==> config.mk <==
export PLATFORM = sky130hd
export DESIGN_NAME = alu_issue_arb
export DESIGN_NICKNAME = d
export VERILOG_FILES = /design/src/rtl/alu_issue_arb.sv
export SDC_FILE = /design/constraint.sdc
export NUM_CORES = 1
export LEC_CHECK = 0
export BUFFER_PORTS_ARGS = -buffer_cell sky130_fd_sc_hd__buf_2
export CORE_MARGIN = 1
export CORE_UTILIZATION = 34
export DETAILED_ROUTE_END_ITERATION = 6
export PLACE_DENSITY = 0.62
export SLEW_MARGIN = 15
export SYNTH_ARGS = -nofsm -noshare
export SYNTH_HDL_FRONTEND = slang
export SYNTH_SLANG_ARGS = --single-unit
export TNS_END_PERCENT = 50
==> constraint.sdc <==
create_clock -name i_clk -period 13.77 [get_ports i_clk]
set_input_delay 1.377 -clock i_clk [delete_from_list [all_inputs] [get_ports i_clk]]
set_output_delay 1.377 -clock i_clk [all_outputs]
set_load 0.005 [all_outputs]
==> src/rtl/alu_issue_arb.sv <==
// ----------------------------------------------------------------------------
// alu_issue_arb
//
// Shares one ALU between the two issue lanes of the superscalar core. A
// round-robin arbiter grants at most one lane per cycle. The granted operands
// go through the ALU, and the result, tag and lane id land in a one-entry
// output register. That register has a valid/ready handshake toward
// writeback. The block also holds the architectural NZCV flag register, which
// only ops with setf=1 update.
//
// Data width comes from the `D_WIDTH macro, normally supplied by param.v. It
// falls back to 32 if no definition is present.
//
// Optional build macro: ALU_ARB_PERF_EN adds saturating performance counters
// (o_cnt0, o_cnt1, o_stall).
//
// Ports (alu_issue_arb):
//   i_clk, i_rst_n        clock, asynchronous active-low reset
//   i_v0/1, o_rdy0/1      per-lane op valid / op accepted this cycle
//   i_a0/1, i_b0/1        per-lane operands
//   i_ctl0/1              00 A+B, 01 A-B, 10 pass B, 11 pass A
//   i_tag0/1, i_setf0/1   per-lane tag, op writes the flag register
//   o_v, i_rdy            output register valid / writeback consumes it
//   o_result, o_tag       registered result and tag
//   o_lane                lane that issued the held result
//   o_flag                architectural flags {N,Z,C,V}
//   o_cnt0/1, o_stall     (ALU_ARB_PERF_EN only) grant and stall counters
// ----------------------------------------------------------------------------
`ifndef D_WIDTH
`define D_WIDTH 32
`endif

// Combinational ALU. It reports flags {N,Z,C,V}, with C tied to 0.
module alu (
    input  logic [`D_WIDTH-1:0] i_a,
    input  logic [`D_WIDTH-1:0] i_b,
    input  logic [1:0]          i_ctl,
    output logic [`D_WIDTH-1:0] o_result,
    output logic [3:0]          o_Flag
);
    localparam int MSB = `D_WIDTH - 1;

    logic [`D_WIDTH-1:0] sum;
    logic [`D_WIDTH-1:0] diff;
    logic                ovf;

    assign sum  = i_a + i_b;
    assign diff = i_a - i_b;

    // NOTE: every always_comb output gets a default before the case so no
    // path leaves it unassigned, which would infer a latch.
    always_comb begin
        o_result = '0;
        ovf      = 1'b0;
        case (i_ctl)
            2'b00: begin
                o_result = sum;
                ovf      = (i_a[MSB] == i_b[MSB]) && (sum[MSB] != i_a[MSB]);
            end
            2'b01: begin
                o_result = diff;
                ovf      = (i_a[MSB] != i_b[MSB]) && (diff[MSB] != i_a[MSB]);
            end
            2'b10: o_result = i_b;
            2'b11: o_result = i_a;
        endcase
    end

    assign o_Flag = {o_result[MSB], (o_result == '0), 1'b0, ovf};
endmodule

module alu_issue_arb #(
    parameter int TAG_W = 5
) (
    input  logic                i_clk,
    input  logic                i_rst_n,
    input  logic                i_v0,
    input  logic                i_v1,
    output logic                o_rdy0,
    output logic                o_rdy1,
    input  logic [`D_WIDTH-1:0] i_a0,
    input  logic [`D_WIDTH-1:0] i_a1,
    input  logic [`D_WIDTH-1:0] i_b0,
    input  logic [`D_WIDTH-1:0] i_b1,
    input  logic [1:0]          i_ctl0,
    input  logic [1:0]          i_ctl1,
    input  logic [TAG_W-1:0]    i_tag0,
    input  logic [TAG_W-1:0]    i_tag1,
    input  logic                i_setf0,
    input  logic                i_setf1,
    output logic                o_v,
    input  logic                i_rdy,
    output logic [`D_WIDTH-1:0] o_result,
    output logic [TAG_W-1:0]    o_tag,
    output logic                o_lane,
    output logic [3:0]          o_flag
`ifdef ALU_ARB_PERF_EN
    ,
    output logic [15:0]         o_cnt0,
    output logic [15:0]         o_cnt1,
    output logic [15:0]         o_stall
`endif
);
    logic                acc;        // output register can take a new result
    logic                gnt_any;    // some lane is being granted
    logic                gnt_lane;   // which lane wins arbitration
    logic                r_last;     // lane granted most recently
    logic [`D_WIDTH-1:0] alu_a;
    logic [`D_WIDTH-1:0] alu_b;
    logic [1:0]          alu_ctl;
    logic [`D_WIDTH-1:0] alu_res;
    logic [3:0]          alu_flag;
    logic                sel_setf;
    logic [TAG_W-1:0]    sel_tag;

    // The slot is free when it is empty or is being drained this cycle.
    // A consume and a new load can therefore happen on the same edge.
    assign acc = !o_v || i_rdy;

    // Round robin. With both lanes valid, the lane that did not win last time
    // takes the grant. r_last resets to 1 so that lane 0 wins first.
    always_comb begin
        gnt_any  = acc && (i_v0 || i_v1);
        gnt_lane = 1'b0;
        if (i_v0 && i_v1) gnt_lane = !r_last;
        else if (i_v1)    gnt_lane = 1'b1;
    end

    assign o_rdy0 = gnt_any && !gnt_lane;
    assign o_rdy1 = gnt_any &&  gnt_lane;

    // With no grant, gnt_lane is 0, so lane 0 drives the ALU. That result is
    // never captured.
    always_comb begin
        alu_a    = i_a0;
        alu_b    = i_b0;
        alu_ctl  = i_ctl0;
        sel_tag  = i_tag0;
        sel_setf = i_setf0;
        if (gnt_lane) begin
            alu_a    = i_a1;
            alu_b    = i_b1;
            alu_ctl  = i_ctl1;
            sel_tag  = i_tag1;
            sel_setf = i_setf1;
        end
    end

    alu u_alu (
        .i_a      (alu_a),
        .i_b      (alu_b),
        .i_ctl    (alu_ctl),
        .o_result (alu_res),
        .o_Flag   (alu_flag)
    );

    // NOTE: sequential state uses non-blocking assignments only, so every
    // register samples pre-edge values regardless of statement order.
    always_ff @(posedge i_clk or negedge i_rst_n) begin
        if (!i_rst_n) begin
            o_v      <= 1'b0;
            o_result <= '0;
            o_tag    <= '0;
            o_lane   <= 1'b0;
            o_flag   <= 4'b0000;
            r_last   <= 1'b1;
        end else if (acc) begin
            if (gnt_any) begin
                o_v      <= 1'b1;
                o_result <= alu_res;
                o_tag    <= sel_tag;
                o_lane   <= gnt_lane;
                r_last   <= gnt_lane;
                if (sel_setf) o_flag <= alu_flag;
            end else begin
                o_v <= 1'b0;
            end
        end
    end

`ifdef ALU_ARB_PERF_EN
    // Saturating event counters. They stop at 16'hFFFF instead of wrapping.
    always_ff @(posedge i_clk or negedge i_rst_n) begin
        if (!i_rst_n) begin
            o_cnt0  <= '0;
            o_cnt1  <= '0;
            o_stall <= '0;
        end else begin
            if (o_rdy0 && o_cnt0 != 16'hFFFF) o_cnt0 <= o_cnt0 + 16'd1;
            if (o_rdy1 && o_cnt1 != 16'hFFFF) o_cnt1 <= o_cnt1 + 16'd1;
            if ((i_v0 || i_v1) && !acc && o_stall != 16'hFFFF)
                o_stall <= o_stall + 16'd1;
        end
    end
`endif
endmodule

; ---- After elaboration in Yosys (flattened, before gate mapping)
; Index checks and enable logic that the tools add are counted.
[totals]
in_bits = 149
output_inout_bits = 45
register_bits = 43
wordCells = 40
[op_classes]
eq_ne = 7
addsub = 2
mux = 10
reduce_logical = 15
[op_table]
columns = op, count
row1 = 32-bit one-hot mux with 4 select lines, 1
row2 = 32-bit two-way mux, 2
row3 = 32-bit adder, 1
row4 = 32-bit zero test, 1
row5 = 32-bit subtractor, 1
row6 = 1-bit logical AND, 6
row7 = 5-bit two-way mux, 1
row8 = "2-bit == test, second input constant", 2
row9 = 1-bit two-way mux, 4
row10 = 1-bit zero test, 3
row11 = 1-bit inequality test, 3
row12 = 3-bit AND reduction, 1
row13 = "2-bit by 1-bit == test with 1-bit output, second input constant", 1
row14 = 2-bit zero test, 1
row15 = 1-bit logical OR, 2
row16 = 2-bit two-way mux, 1
row17 = 1-bit one-hot mux with 2 select lines, 1
row18 = 2-bit AND reduction, 1
row19 = 1-bit == test, 1

; ---- Longest topological paths before layout
[logic_depth]
depth_word = 7
ltp_mapped = 24

; ---- Cells and area by module
; Synthesis repeated with hierarchy kept, for this count alone.
[hier_totals]
hier_cells = 1095
area_unflattened_um2 = 7036.7
[by_module_without_submodules]
columns = mod, instances, seq_area_each_um2, cells_per_inst, area_each_um2
row1 = alu, 1, 0.0, 701, 4476.8
row2 = alu_issue_arb, 1, 1102.3, 394, 2560.0

; ---- Least setup slack after synthesis
; OpenSTA, ideal clock, no wires.
[synth_timing]
path_type = in2reg
startpoint = input port i_v1
endpoint = register o_flag[2]
path_buffers = 7
arrival_ns = 6.616
slack_ns = 7.077
path_stages = 23
cell_sequence = a21bo_1 buf_6 clkbuf_1 clkbuf_1 clkbuf_1 clkbuf_1 buf_1 clkbuf_1 nand2_1 nand2_1 ha_1 nor2b_1 o311ai_0 a21oi_1 or3_4 a211o_1 a41o_1 a221oi_2 xnor2_1 a2111oi_2 and4_1 nand4b_1 o21ai_1
[synth_via]
elab_chain_cells = 6
word_cells_on_any_way = 18
classes_between = add/sub: 2 / eq/ne: 3 / mux: 7 / reduce/logical: 6
[synth_rtl]
columns = element, line_no
row1 = "start, declared", 78  ; input logic i_v1,
row2 = 1-bit two-way mux / 1-bit logical AND (equally long branches), "126, 125"
row3 = 1-bit two-way mux, 125  ; if (i_v0 && i_v1) gnt_lane = !r_last;
row4 = 32-bit two-way mux / 2-bit two-way mux (equally long branches), 140  ; if (gnt_lane) begin
row5 = 32-bit subtractor (tied with other cells), 48  ; assign diff = i_a - i_b;
row6 = 32-bit one-hot mux with 4 select lines, 55  ; case (i_ctl)
row7 = 32-bit zero test, 69  ; assign o_Flag = {o_result[MSB], (o_result == '0), 1'b0, ovf};
row8 = "end signal, assigned", 174  ; if (sel_setf) o_flag <= alu_flag;
row9 = "end, declared", 96  ; output logic [3:0] o_flag
; Several ways; a longest one is shown, not always the timed one.
; A chain may end at the register's enable or synchronous reset.

; ---- Final worst setup path
; Ends and elaborated chain as after synthesis.

==> summary by stage <==
Finish
Once layout is complete, the cells apart from fillers number 1,570. The number of fill cells is 2,373. The number of antenna diodes is 0. At the end of the flow, the number of nets in the layout was 1,502.

With fillers left out, the area of the finished cells amounts to 9000 um^2. The layout-stage area growth over the synthesis result is 16.81%. The library cell used most frequently in the layout, excluding fill and tap cells, is sky130_fd_sc_hd__nand2_1.

In the layout the commonest cells are sky130_fd_sc_hd__nand2_1, sky130_fd_sc_hd__buf_2, sky130_fd_sc_hd__nor2_1, sky130_fd_sc_hd__inv_1, sky130_fd_sc_hd__a21oi_1. Of the cells placed in the final design, the portion with a size suffix greater than 1 is 0.1930.

CTS
The total clock buffers created by CTS is 5. For this design, the sink count on the clock tree is 43. After clock tree synthesis, the clock-pin slew on the worst setup and hold paths is 0.06 ns.

The clock latency reported for the late side of the worst-skew pair is 0.28 ns. In this run, post-CTS repair resized a total of 0 instances. The buffer levels on the longest clock path is 2. The CTS tree is done.

The root cell of the clock tree is sky130_fd_sc_hd__clkbuf_16. In this run, post-CTS hold repair placed 0 buffers. In this run the number of H-tree levels came out at 2.

Buffers added to address setup during post-CTS repair amount to 0.

GRT
The first-pass GRT wire length is 47.13 mm. Entering global routing, the biggest net connects 54 pins. After global routing the overflow that remains totals 0.

The overall global routing resource usage is 0.2535. The number of antenna violations at the first check in global routing is 0. The number of global-route vias before repair is 8,528.

Worst setup path
The maximum fanout encountered on the critical timing path is 47. Following the worst setup path forward leads to its endpoint at o_flag[2]. The endpoint identified for the worst register-to-register timing path is o_flag[2].

The standard cell with the maximum stage delay on the critical path is sky130_fd_sc_hd__mux2i_1. The required time at the worst-slack endpoint is 13.93 ns. The kind of cell adding the most delay to the critical path is compound AO/OA/AOI/OAI gates. The launch point of the critical path is i_v1. The data arrival time of the worst path is 6.59 ns. The cell count of the worst reg-to-reg path is 18. In this design, the stage delay of the slowest critical-path cell is 0.61 ns.

The critical path contains buffers and inverters numbering 4 combined. STA classifies the critical path startpoint as an input port. By startpoint and endpoint, the worst setup path is classified as input port to register. The critical path capture point type is a register. The signal on the critical path passes through buf_2 -> a21boi_4 -> buf_4 -> buf_4 -> mux2i_1 -> inv_1 -> ha_1 -> a21o_1 -> a21o_1 -> a21oi_1 -> nor2_1 -> a211oi_1 -> o21ai_0 -> a211oi_1 -> or2_2 -> o21ai_0 -> nor2_1 -> nand4b_1 -> o21ai_1. The critical path crosses 19 cells after its start point.

The worst register-to-register path has a setup slack of 8.09 ns. The launch point of the worst reg-to-reg path is r_last.

Die
The floorplan row count is 54. The die area is 23,270 um^2. The floorplan step defined a core boundary enclosing 22,030 um^2. The starting density of the core is 0.3498. The die is 152.5 um wide. The number of placed I/O pins is 194. Measured along the y axis, the die boundary spans 152.5 um.

Drt
The count of TritonRoute iterations in the first routing pass is 7. The routed wire length is 30.48 mm. The final routed wire length divided by cell count is 19.42 um.

The detailed-route wire length on metal 1 is 13.05 mm. The highest metal layer with signal wires is met4. The detailed-route DRC error count is 19. The total length of routed met2 wires is 14.00 mm. The total met3 wirelength after detailed routing is 2.456 mm. The ratio of routed vias to standard cells is 5.931. The remaining antenna violation count is 0.

Detailed routing inserted a total of 9,312 vias. The first-iteration detailed-routing DRC count is 1,021.

Pwr
The power per unit of standard cell area is 100.1 nW/um^2. The analysis attributes to cell leakage a power of 4.375 nW. The worst IR drop on VDD is 0.05510 mV.

Yosys
After synthesis, the netlist uses 82 different library cells. Of the post-synthesis cell area, the dominant cell type holds 0.1364. The synthesized netlist occupies a cell area of 7705 um^2. For this run, the register share of the synthesized area comes to 0.1398. In the synthesized netlist the async set-or-reset flop fraction comes to 1.000. The synthesized design contains 43 register bits. The count of flip-flops with a built-in enable after synthesis is 0. The total nets after synthesis is 1,360.

By area the synthesized netlist is led by sky130_fd_sc_hd__dfrtp_1, sky130_fd_sc_hd__nand2_1, sky130_fd_sc_hd__ha_1. The most frequently used flop master after synthesis is sky130_fd_sc_hd__dfrtp_1. The mean instance size in the synthesized netlist is 6.712 um^2.

The number of warnings reported in the yosys synthesis log is 0. The synthesized design spends more area on one cell type than any other, namely sky130_fd_sc_hd__dfrtp_1. Synthesis handed over a netlist of 1,148 instances.

STA
The clock period minus final worst setup slack is 6.431 ns. The worst clock skew is 0.002366 ns. The post-route clock period utilization is 0.4670. The count of final setup violators is 0. The number of max-slew violations in the final report is 0. Based on the critical path, the design can be clocked at up to 155.5 MHz.

The final-layout worst hold slack is 0.4719 ns. Setup repair after global routing left no endpoint under its margin. The number of failing hold endpoints at the final stage is 0. Setup total negative slack on the finished layout was measured at 0 ns.

In this run the tightest slew margin relative to its limit is 0.2564. The transition time of the tightest slew-check pin is 1.113 ns.

Place
The routability congestion estimate from global placement is 0.9776. The total instance count after detailed placement is 1,563. The placed standard-cell area is 8856 um^2. The total half-perimeter wirelength after legalization and detailed placement is 23.76 mm. Buffers placed on the I/O ports in this run total 192.

Outcome
The run finished, with violations left. The final reports fail on design-rule violations.

Job
The tool flagged a number of max-cap violations equal to 0.

Min path
The worst hold path belongs to the class register to register.
-- registers in the layout (all words and copies together) (netlist names) --
register and cells:
r_last 1, o_tag 5, o_result 32, o_lane 1, o_v 1, o_flag 3
-- worst min-delay path by stage --
| stage | to | depth (start not counted) | start | slack (ns) |
|---|---|---|---|---|
| floorplan | o_result[26] | 2 | o_result[26] | 0.47 |
| global placement | o_result[5] | 2 | o_result[5] | 0.46 |
| detailed placement | o_result[24] | 2 | o_result[24] | 0.46 |
| CTS | o_result[24] | 2 | o_result[24] | 0.48 |
| global route | o_result[24] | 2 | o_result[24] | 0.49 |
| finish | o_result[24] | 2 | o_result[24] | 0.47 |
-- final cells by class --
| class | instances | area [um^2] | share of cell area |
|---|---|---|---|
| repair buffers | 202 | 1036 | 0.1151 |
| multi-input cells | 956 | 6085 | 0.6761 |
| clock inverters | 1 | 5.005 | 0.0005561 |
| clock buffers | 6 | 138.9 | 0.01543 |
| flip-flops and latches | 43 | 1077 | 0.1197 |
| inverters | 82 | 307.8 | 0.03420 |
| well taps | 280 | 350.3 | 0.03893 |
-- stage by stage --
stage               power, mW    util  worst slack, ns
finish                 0.9009  0.4086            7.339
global route           0.9675  0.4086            6.873
CTS                    0.8917  0.4086            7.392
detailed placement     0.7711  0.4021            7.121
global placement       0.7746  0.4021            7.181
floorplan              0.5690       -            7.077
-- where the power goes --
part	total (mW)	internal (mW)	switching, mW
combinational	0.604	0.223	0.381
sequential	0.180	0.158	0.0220
clock	0.117	0.0708	0.0461
-- cell families after synthesis --
kind of cell,share of synthesized area
DFF,0.1398
adders and majority gates,0.1023
buffers and inverters,0.07438
other,0.0004867
xor gates and xnor gates,0.004546
and+or+nand+nor,0.2679
muxes,0.06869
AOI/OAI and AO/OA,0.3418
-- worst reg2reg max path: stages (launching register included) --
cell                        delay [ns]
sky130_fd_sc_hd__dfstp_2          0.59
sky130_fd_sc_hd__a21bo_2          0.44
sky130_fd_sc_hd__buf_4            0.59
sky130_fd_sc_hd__mux2i_1          0.36
sky130_fd_sc_hd__inv_1            0.08
sky130_fd_sc_hd__ha_1             0.24
sky130_fd_sc_hd__ha_1             0.23
sky130_fd_sc_hd__a21oi_1          0.22
sky130_fd_sc_hd__mux2i_1          0.22
sky130_fd_sc_hd__o2111a_1         0.36
sky130_fd_sc_hd__a211o_1          0.37
sky130_fd_sc_hd__a41oi_1          0.49
sky130_fd_sc_hd__o41ai_1          0.19
sky130_fd_sc_hd__a221oi_2         0.29
sky130_fd_sc_hd__xnor2_1          0.16
sky130_fd_sc_hd__a2111oi_2        0.35
sky130_fd_sc_hd__and4_1           0.24
sky130_fd_sc_hd__nand4b_1         0.10
sky130_fd_sc_hd__o21ai_1          0.08
-- Yosys cell counts, drive strengths merged (5+ instances only) --
library cell,count
and2,8
or2,7
dfrtp,42
o31ai,15
inv,82
buf,11
nand3,30
or3,9
o211ai,16
nand2b,10
a211oi,30
o22ai,7
mux2,12
nor2,94
clkbuf,56
a21boi,5
a2111oi,6
o21a,12
a211o,8
a2bb2oi,5
nand2,214
a21oi,80
ha,63
o21ai,67
nor3,32
a221oi,11
a32oi,5
mux2i,39
nor2b,18
a31oi,8
a31o,5
a21o,17
o21bai,14
and3,6
nor4,11
a222oi,5
a311oi,7
nand4,6
-- metal layers --
metal	GRT usage	up-vias
li1	-	4465
met1	0.3303	4267
met2	0.4305	502
met3	0.03669	78
met4	0.07985	0
met5	0	-
No activity file was read; power rests on OpenSTA's default activity.
